**src/rtl/ifetch_ctrl.sv**
```systemverilog
// ============================================================================
// ifetch_ctrl
// ----------------------------------------------------------------------------
// Instruction-fetch controller sitting between the pre-IF PC generator and the
// IF/ID boundary.  It keeps at most one request outstanding on the CPU
// instruction bus.  The bus uses two separate handshakes: one to accept the
// address and one to return the data.  The returned instruction is buffered
// until ID accepts it.  A pipeline flush cancels any fetch that is in flight.
// If pre-IF reports a TLB fetch exception, no bus request is made; the
// exception travels down the pipe with a zero instruction instead.
//
// Parameters
//   EXC_W          width of the TLB exception code (0 none, 1 refill, 2 invalid)
//
// Ports
//   clk            system clock
//   resetn         synchronous, active-low reset
//   preif_pc       PC to fetch; held by pre-IF until preif_ready
//   preif_exc      TLB exception code for preif_pc
//   preif_ready    1-cycle pulse: preif_pc consumed, pre-IF may advance
//   flush          pipeline flush / redirect
//   id_allowin     ID can take the IF instruction this cycle
//   ibus_req       instruction-bus request valid
//   ibus_addr      request address (combinational copy of preif_pc)
//   ibus_addr_ok   bus accepted the request this cycle
//   ibus_data_ok   read data valid this cycle
//   ibus_rdata     read data
//   if_valid       IF holds a valid instruction for ID
//   if_pc          PC of the buffered instruction
//   if_instr       buffered instruction
//   if_exc         exception code of the buffered instruction
//   if_busy        a fetch is pending on the bus (REQ, WAIT, CANCEL)
// ============================================================================
module ifetch_ctrl #(
    parameter int EXC_W = 2
) (
    input  logic             clk,
    input  logic             resetn,

    input  logic [31:0]      preif_pc,
    input  logic [EXC_W-1:0] preif_exc,
    output logic             preif_ready,

    input  logic             flush,
    input  logic             id_allowin,

    output logic             ibus_req,
    output logic [31:0]      ibus_addr,
    input  logic             ibus_addr_ok,
    input  logic             ibus_data_ok,
    input  logic [31:0]      ibus_rdata,

    output logic             if_valid,
    output logic [31:0]      if_pc,
    output logic [31:0]      if_instr,
    output logic [EXC_W-1:0] if_exc,
    output logic             if_busy
);

    typedef enum logic [2:0] {
        ST_IDLE   = 3'd0,
        ST_REQ    = 3'd1,
        ST_WAIT   = 3'd2,
        ST_HOLD   = 3'd3,
        ST_CANCEL = 3'd4
    } state_t;

    localparam logic [EXC_W-1:0] EXC_NONE = '0;

    // ------------------------------------------------------------------------
    // State and registers
    // ------------------------------------------------------------------------
    state_t           state_q,    state_d;
    logic [31:0]      pend_pc_q,  pend_pc_d;   // PC of the accepted request
    logic [31:0]      if_pc_q,    if_pc_d;
    logic [31:0]      if_instr_q, if_instr_d;
    logic [EXC_W-1:0] if_exc_q,   if_exc_d;
    logic             if_valid_q, if_valid_d;
    logic             if_busy_q,  if_busy_d;

    logic             exc_none;
    logic             handshake;

    assign exc_none  = (preif_exc == EXC_NONE);
    // The request is only raised in REQ and only without an exception, so
    // gating addr_ok with ibus_req is enough to detect a real handshake.
    assign handshake = ibus_req && ibus_addr_ok;
    assign ibus_addr = preif_pc;

    // ------------------------------------------------------------------------
    // Next-state, buffer-load and combinational handshake outputs
    // ------------------------------------------------------------------------
    always_comb begin
        state_d     = state_q;
        pend_pc_d   = pend_pc_q;
        if_pc_d     = if_pc_q;
        if_instr_d  = if_instr_q;
        if_exc_d    = if_exc_q;
        ibus_req    = 1'b0;
        preif_ready = 1'b0;

        case (state_q)
            ST_IDLE: begin
                state_d = ST_REQ;
            end

            ST_REQ: begin
                ibus_req = exc_none;
                if (!exc_none) begin
                    // Exception bypass: no bus access, deliver the exception
                    // with a zero instruction.  A flush holds us here so the
                    // redirected PC is examined next cycle instead.
                    if (!flush) begin
                        preif_ready = 1'b1;
                        if_pc_d     = preif_pc;
                        if_instr_d  = 32'h0;
                        if_exc_d    = preif_exc;
                        state_d     = ST_HOLD;
                    end
                end else if (handshake) begin
                    // The bus now owes us one response even if we are being
                    // flushed; CANCEL exists to swallow it.
                    preif_ready = 1'b1;
                    pend_pc_d   = preif_pc;
                    state_d     = flush ? ST_CANCEL : ST_WAIT;
                end
            end

            ST_WAIT: begin
                if (ibus_data_ok) begin
                    if (flush) begin
                        state_d = ST_REQ;
                    end else begin
                        if_pc_d    = pend_pc_q;
                        if_instr_d = ibus_rdata;
                        if_exc_d   = EXC_NONE;
                        state_d    = ST_HOLD;
                    end
                end else if (flush) begin
                    state_d = ST_CANCEL;
                end
            end

            ST_CANCEL: begin
                // Exactly one orphaned response is outstanding; further
                // flushes do not change that count.
                if (ibus_data_ok) begin
                    state_d = ST_REQ;
                end
            end

            ST_HOLD: begin
                if (flush || id_allowin) begin
                    state_d = ST_REQ;
                end
            end

            default: begin
                state_d = ST_IDLE;
            end
        endcase

        // Status outputs are registered from the next state so they line up
        // exactly with the state they describe.
        if_valid_d = (state_d == ST_HOLD);
        if_busy_d  = (state_d == ST_REQ) || (state_d == ST_WAIT) ||
                     (state_d == ST_CANCEL);
    end

    // ------------------------------------------------------------------------
    // Flops
    // ------------------------------------------------------------------------
    always_ff @(posedge clk) begin
        if (!resetn) begin
            state_q    <= ST_IDLE;
            pend_pc_q  <= 32'h0;
            if_pc_q    <= 32'h0;
            if_instr_q <= 32'h0;
            if_exc_q   <= EXC_NONE;
            if_valid_q <= 1'b0;
            if_busy_q  <= 1'b0;
        end else begin
            state_q    <= state_d;
            pend_pc_q  <= pend_pc_d;
            if_pc_q    <= if_pc_d;
            if_instr_q <= if_instr_d;
            if_exc_q   <= if_exc_d;
            if_valid_q <= if_valid_d;
            if_busy_q  <= if_busy_d;
        end
    end

    assign if_valid = if_valid_q;
    assign if_pc    = if_pc_q;
    assign if_instr = if_instr_q;
    assign if_exc   = if_exc_q;
    assign if_busy  = if_busy_q;

endmodule

```
**config.mk**
```make
export PLATFORM = sky130hd
export DESIGN_NAME = ifetch_ctrl
export DESIGN_NICKNAME = d
export VERILOG_FILES = /design/src/rtl/ifetch_ctrl.sv
export SDC_FILE = /design/constraint.sdc
export NUM_CORES = 1
export LEC_CHECK = 0
export ABC_AREA = 1
export BUFFER_PORTS_ARGS = -buffer_cell sky130_fd_sc_hd__buf_2
export CAP_MARGIN = 20
export CORE_UTILIZATION = 49
export DETAILED_ROUTE_END_ITERATION = 6
export MAX_ROUTING_LAYER = met4
export PLACE_DENSITY = 0.79
export SLEW_MARGIN = 30
export SYNTH_ARGS = -nofsm -noshare
export SYNTH_HDL_FRONTEND = slang
export SYNTH_SLANG_ARGS = --single-unit
export TNS_END_PERCENT = 5
```
**constraint.sdc**
```tcl
create_clock -name clk -period 2.1 [get_ports clk]
set_input_delay 0.63 -clock clk [delete_from_list [all_inputs] [get_ports clk]]
set_output_delay 0.63 -clock clk [all_outputs]
set_load 0.02 [all_outputs]
```
==> metrics.md, run 1 <==
| Metric | Value |
|---|---|
| Initial antenna violation count | `0` |
| R2r endpoint | `if_instr[6]` |
| CP max-delay cell | `nand3_1` |
| First-pass GRT wire length | `roughly 18,000 µm` |
| CP Buf/Inv Count | `3` |
| Worst R2R Path Depth | `9` |
| Combinational fraction of design power | `30.9%` |
| Initial core utilization | `50.3%` |
| # rows | `36` |
| Number of fill cells | `955` |
| Internal power | `~3.2 mW` |
| Cell taking the most area after synthesis | `dfxtp_1` |
| Clk pin slew, worst setup/hold paths | `0.09 ns` |
| Final Hold Viols | `0` |
| PwrDens | `roughly 840 nW/µm²` |
| Post-CTS setup repair buffer count | `0` |
| CTS root buffer | `clkbuf_8` |
| TritonCTS clock tree | `built` |
| Layout cells sized above 1 | `24.6%` |
| Clock period minus worst slack | `2.02 ns` |
| Post-synth ARST share | `0%` |
| Post-synth EDFFs | `0` |
| DRT iter0 DRCs | `127` |
| Final Max Slew Viols | `0` |
| Height of the die | `approximately 100 µm` |
| Final setup fails | `0` |
| Post-synth top area share | `a little over two fifths` |
| RSZ-0062 raised after global routing | `no` |
| CTS Buf Count | `9` |
| Syn Inst Count | `766` |
| Delay-heaviest family, CP | `simple AND/OR/NAND/NOR gates` |
| Hold path depth | `2` |
| Yosys reg bits | `103` |
| Die area | `10,400 µm²` |
| Via density per instance | `between 4 and 5` |
| Worst Hold Launch | `pend_pc_q[23]` |
| Sequential Power Share | `45.8%` |
| Flop2flop setup slack | `0.51 ns` |
| Core Box Area | `~9700 µm²` |
| Setup TNS | `0 ns` |
| Psw | `~1.8 mW` |
| Top-count cell post-synth | `nand2_1` |
| Slew @ Worst Pin | `just under 0.4 ns` |
| Syn_area_per_cell | `between 6 and 7 µm²` |
| Clk buf depth | `2` |
| Placed Instances | `1,016` |
| Crit Path Category | `in2out` |
| Clock sinks | `between 100 and 150` |
| # DRC | `0` |
| Crit path max fanout | `3` |
| Final instance area | `5900 µm²` |
| Status | `finished clean` |
| Cells along the critical path | `buf_2 > inv_1 > nand2_1 > nand3_1 > o21ai_2 > buf_4` |
| CP endpoint kind | `primary output` |
| HP Class | `reg2reg` |
| RR Startpoint | `state_q[2]` |
| DP HPWL | `7570 µm` |
| CP Data Arrival Time | `1.39 ns` |
| Placed Area | `roughly 5700 µm²` |
| Routability cong. | `roughly 0.91` |
| Critical Path Start Type | `primary input` |
| Die width | `102 µm` |
| Vias | `4,728` |
| Commonest cells post-synth | `nand2_1 (244), nor2_1 (136), dfxtp_1 (103)` |
| Clock network fraction of total power | `23.3%` |
| Pin count of the biggest net entering global routing | `56` |
| Final period utilization | `approximately 96%` |
| Final #Nets | `966` |
| Post-Route WL | `approximately 11,000 µm` |
| Dominant cells by area after synthesis | `dfxtp_1 (42%), nand2_1 (19%), nor2_1 (10%)` |
| # Max-Cap Violations | `0` |
| Slew margin rel. | `74.0%` |
| Sw frac | `between 30 and 40%` |
| Hold Path End | `pend_pc_q[23]` |
| Max incr delay on CP | `roughly 0.18 ns` |
| H-tree depth | `3` |
| Max Clk Rate | `between 0.4 and 0.5 GHz` |
| Peak VDD IR | `between 0.4 and 0.5 mV` |
| First-pass DRT Iterations | `4` |
| Hold_ws | `roughly 0.45 ns` |
| Antenna Cells | `0` |
| Layout overhead on the synthesized area | `20.6%` |
| WL/cell | `10.7 µm` |
| Leak Pwr | `3.15 nW` |
| Synthesized cell area | `4890 µm²` |
| Io pins | `around 170` |
| Vias in the first global route | `approximately 4,000` |
| Gr ovfl total | `0` |
| Register area share after synthesis | `between 40 and 50%` |
| Yosys cell types | `18` |
| Non-Filler Instances | `1,032` |
| Clk Latency, worst-skew pair | `0.35 ns` |
| PortBufs | `173` |
| CP Data Required Time | `about 1.5 ns` |
| Worst Skew | `about 0.01 ns` |
| Global Route Usage Sum | `a little over a fifth` |
| Synthesized net count | `~840` |
| Final ANT Viol Nets | `0` |
| Yosys warnings | `0` |
| Dominant synthesized flop cell | `dfxtp_1` |
flip-flops by register name, indices dropped and copies added (netlist names):
signal / flops
if_instr: 32
if_pc: 32
pend_pc_q: 32
state_q: 3
if_exc: 2
if_busy: 1
if_valid: 1
power by group through the flow:
stage	Clock (mW)	Sequential (mW)	Combinational, mW
2_1_floorplan	0	2.57	0.846
3_3_place_gp	0	2.32	1.53
3_5_place_dp	0	2.33	1.54
4_1_cts	1.20	2.28	1.55
5_1_grt	1.28	2.32	1.73
6_report	1.16	2.28	1.54
layer usage:
metal | global-route usage, % | vias up | part of all wire [%]
met2 | 37.0 | 114 | 47
met1 | 26.2 | 2061 | 47
met3 | 4.45 | 4 | 5.7
met4 | 6.37 | 0 | 0.54
met5 | - | - | 0
li1 | - | 2549 | -
per-stage QoR:
| step | util (%) | setup WS [ns] | power [mW] |
|---|---|---|---|
| 6_report | 60.7 | 0.0844 | 4.98 |
| 5_1_grt | 60.7 | 0.0223 | 5.33 |
| 4_1_cts | 60.6 | 0.000744 | 5.03 |
| 3_5_place_dp | 58.7 | 0.0528 | 3.87 |
| 3_3_place_gp | 58.7 | 0.104 | 3.85 |
| 2_1_floorplan | - | 0.00366 | 3.41 |
worst min-delay path, delay by kind of cell, from the launching register on:
family	cells	cell delay [ns]
flops	1	0.31
buf+inv	1	0.05
compound gates	1	0.05
how the worst max path moves through the flow:
stage | from | endpoint | slack, ns | depth (start not counted)
final | preif_exc[0] | preif_ready | 0.08 | 6
after global routing | state_q[1] | preif_ready | 0.02 | 6
after CTS | state_q[1] | preif_ready | 0.0007 | 6
after detailed placement | preif_exc[0] | preif_ready | 0.05 | 6
after global placement | preif_exc[0] | preif_ready | 0.10 | 6
after floorplan | preif_exc[0] | preif_ready | 0.004 | 7
final cells by class:
type | count | area [µm²] | area share [%]
clock buffer | 10 | 138 | 2.33
tap | 133 | 166 | 2.82
timing repair buffer | 194 | 1060 | 18.0
clock inverter | 6 | 43.8 | 0.742
inverter | 92 | 345 | 5.85
multi-input combinational | 494 | 2080 | 35.3
sequential | 103 | 2060 | 35.0
logic make-up (layout without fill, tap and decap cells):
group / count (synthesis) / after routing / share of synthesized area [%]
AO/OA/AOI/OAI: 72 / 72 / 7.39
buffers and inverters: 169 / 302 / 16.1
flip-flops: 103 / 103 / 42.1
AND/OR/NAND/NOR: 422 / 422 / 34.4
timing repair:
| action | 4_1_cts | 5_1_grt |
|---|---|---|
| hold buffers | 0 | 0 |
| setup endpoints to repair | 1 | 1 |
| pin swaps | 0 | 1 |
| gates resized for setup | 1 | 3 |
| endpoints found under the hold margin | 0 | 0 |
layout by cell type, fill, tap and decap left out:
master,n
nand2_1,243
buf_2,172
nor2_1,133
dfxtp_1,101
inv_1,89
o21ai_0,50
nand4_1,32
a21oi_1,20
buf_4,19
clkbuf_8,10
nand3_1,7
buf_12,3
nor2_4,2
nand2_2,2
clkinv_1,2
inv_6,2
clkinv_2,2
dfxtp_2,2
nor2_2,1
o21ai_2,1
inv_2,1
nand3_2,1
nand3_4,1
o22ai_1,1
clkinv_4,1
clkinvlp_4,1
Note: power is estimated with default switching activity, not from simulation.
==> run 2: changes to the inputs <==
- RECOVER_POWER: not set -> 50
==> metrics.md, run 2 (synthesis gave the netlist of run 1 again) <==
| Metric | Value |
|---|---|
| Status | `finished clean` |
| Clock sinks | `103 (unchanged)` |
| GR Layer Usage met2 | `37.0% (unchanged)` |
| Antenna Cells | `0 (unchanged)` |
| First-pass GRT wire length | `17,700 µm (unchanged)` |
| Final Worst Setup Slack | `0.0880 ns (+0.00365 ns)` |
| CP Buf/Inv Count | `3 (unchanged)` |
| # rows | `36 (unchanged)` |
| Die area | `10,400 µm² (unchanged)` |
| Flop2flop setup slack | `0.51 ns (about the same)` |
| Routability cong. | `0.907 (unchanged)` |
| PortBufs | `173 (unchanged)` |
| Worst R2R Path Depth | `9 (unchanged)` |
| WL/cell | `10.7 µm (+0.18%)` |
| Post-layout util | `59.5% (-1.1 points)` |
| Commonest non-fill, non-tap cell in the layout | `nand2_1` |
| Non-Filler Instances | `1,032 (unchanged)` |
| Post-CTS setup repair buffer count | `0 (unchanged)` |
| RR Startpoint | `state_q[2]` |
| Final setup fails | `0 (unchanged)` |
| # DRC | `0 (unchanged)` |
| TritonCTS clock tree | `built` |
| DP HPWL | `7570 µm (unchanged)` |
| Vias | `4,741 (+0.27%)` |
| Final ANT Viol Nets | `0 (unchanged)` |
| CP Data Required Time | `1.47 ns (about the same)` |
| CTS root buffer | `clkbuf_8` |
| Number of cells on the critical path | `6 (unchanged)` |
| Hold_ws | `0.451 ns (+0.00149 ns)` |
| Leak Pwr | `2.86 nW (-9.3%)` |
| Pin count of the biggest net entering global routing | `56 (unchanged)` |
| Height of the die | `102 µm (unchanged)` |
| Final instance area | `5790 µm² (-1.9%)` |
| Slew @ Worst Pin | `0.414 ns (+0.0232 ns)` |
| Crit Path Category | `in2out` |
| Number of fill cells | `990 (+3.7%)` |
| Layout cells sized above 1 | `15.2% (-9.3 points)` |
| Final #Nets | `966 (unchanged)` |
| Layout overhead on the synthesized area | `18.4%` |
| Initial antenna violation count | `0 (unchanged)` |
| Global Route Usage Sum | `21.8% (unchanged)` |
| Vias in the first global route | `3,991 (unchanged)` |
| Slew margin rel. | `72.4% (-1.5 points)` |
| Gr ovfl total | `0 (unchanged)` |
| First-pass DRT Iterations | `4 (unchanged)` |
| Via density per instance | `4.59 (+0.27%)` |
| Io pins | `174 (unchanged)` |
| HP Class | `reg2reg` |
| R2r endpoint | `if_pc[11]` |
| Delay-heaviest family, CP | `simple AND/OR/NAND/NOR gates` |
| Dpl ws | `0.0528 ns (unchanged)` |
| Final period utilization | `95.8% (-0.17 points)` |
| Post-Route WL | `11,100 µm (+0.18%)` |
| Max incr delay on CP | `0.18 ns (about the same)` |
| CP max-delay cell | `nand3_1` |
| Core Box Area | `9730 µm² (unchanged)` |
| # Max-Cap Violations | `0 (unchanged)` |
| Clk buf depth | `2 (unchanged)` |
| Cells along the critical path | `buf_2 > inv_1 > nand2_1 > nand3_1 > o21ai_2 > buf_4` |
| CTS Buf Count | `9 (unchanged)` |
| DRT iter0 DRCs | `142 (+12%)` |
| Busiest grt layer | `met2` |
| CP Data Arrival Time | `1.38 ns (about the same)` |
| Initial core utilization | `50.3% (unchanged)` |
| Crit path max fanout | `3 (unchanged)` |
| Clock period minus worst slack | `2.01 ns (-0.00365 ns)` |
| Worst Skew | `0.0107 ns (+0.000642 ns)` |
| Placed Instances | `1,016 (unchanged)` |
| Clk Latency, worst-skew pair | `0.35 ns (about the same)` |
| Max Clk Rate | `0.497 GHz (+0.18%)` |
| Total power draw | `4.94 mW (-0.88%)` |
| RSZ-0062 raised after global routing | `no` |
| CP Capture Point | `preif_ready` |
| Die width | `102 µm (unchanged)` |
| CP endpoint kind | `primary output` |
| Most frequent cells in the layout | `nand2_1 (243), nor2_1 (133), dfxtp_1 (101)` |
| Final Hold Viols | `0 (unchanged)` |
| Placed Area | `5710 µm² (unchanged)` |
| Setup TNS | `0 ns (unchanged)` |
| GR Util met1 | `26.2% (unchanged)` |
| PwrDens | `853 nW/µm² (+1.0%)` |
| Final Max Slew Viols | `0 (unchanged)` |
| H-tree depth | `3 (unchanged)` |
| Clk pin slew, worst setup/hold paths | `0.09 ns (about the same)` |
| Worst Setup SP | `preif_exc[0]` |
| Met3 Track Usage GR | `4.45% (unchanged)` |
| Critical Path Start Type | `primary input` |
| Peak VDD IR | `0.413 mV (+0.99%)` |
run 2: cell count changes in the layout (fill, tap and decap cells not counted):
cell      before  now
buf_2        172   89
buf_4         19   17
clkbuf_1       0   84
clkbuf_2       0    1
run 2: area by class of cell:
cell class              count  area, µm²  share of cell area (%)
clock inverters             6       43.8                   0.756
repair buffers            194        953                    16.5
well taps                 133        166                    2.87
flip-flops and latches    103       2060                    35.6
inverters                  92        345                    5.96
clock buffers              10        138                    2.38
multi-input cells         494       2080                    35.9
run 2: how the worst min path moves through the flow:
| stage | start | endpoint | slack [ns] | cells past startpoint |
|---|---|---|---|---|
| after floorplan | pend_pc_q[21] | pend_pc_q[21] | 0.42 | 2 |
| after global placement | pend_pc_q[25] | pend_pc_q[25] | 0.43 | 2 |
| after detailed placement | pend_pc_q[17] | pend_pc_q[17] | 0.44 | 2 |
| after CTS | pend_pc_q[19] | pend_pc_q[19] | 0.45 | 2 |
| after global routing | pend_pc_q[23] | pend_pc_q[23] | 0.47 | 2 |
| final | pend_pc_q[23] | pend_pc_q[23] | 0.45 | 2 |
run 2: per-layer routing:
layer  up-vias  share of wire [%]
li1       2546                  -
met5         -                  0
met3         9                5.6
met2       115                 46
met4         0               0.99
met1      2071                 47
run 2: repair_timing:
| action | 4_1_cts | 5_1_grt |
|---|---|---|
| gates resized for setup | 1 | 3 |
| pin swaps | 0 | 1 |
| endpoints found under the setup margin | 1 | 1 |
| hold buffers | 0 | 0 |
run 2: worst min-delay path, cell delays in order (launching register included):
cell and delay (ns):
dfxtp_1 0.31, inv_1 0.05, a21oi_1 0.05
run 2: power breakdown:
| part | switching, mW | internal (mW) | leakage [nW] | total [mW] |
|---|---|---|---|---|
| Sequential | 0.108 | 2.18 | 0.844 | 2.29 |
| Combinational | 1.00 | 0.490 | 1.92 | 1.49 |
| Clock | 0.690 | 0.471 | 0.0930 | 1.16 |
| Total | 1.80 | 3.14 | 2.86 | 4.94 |
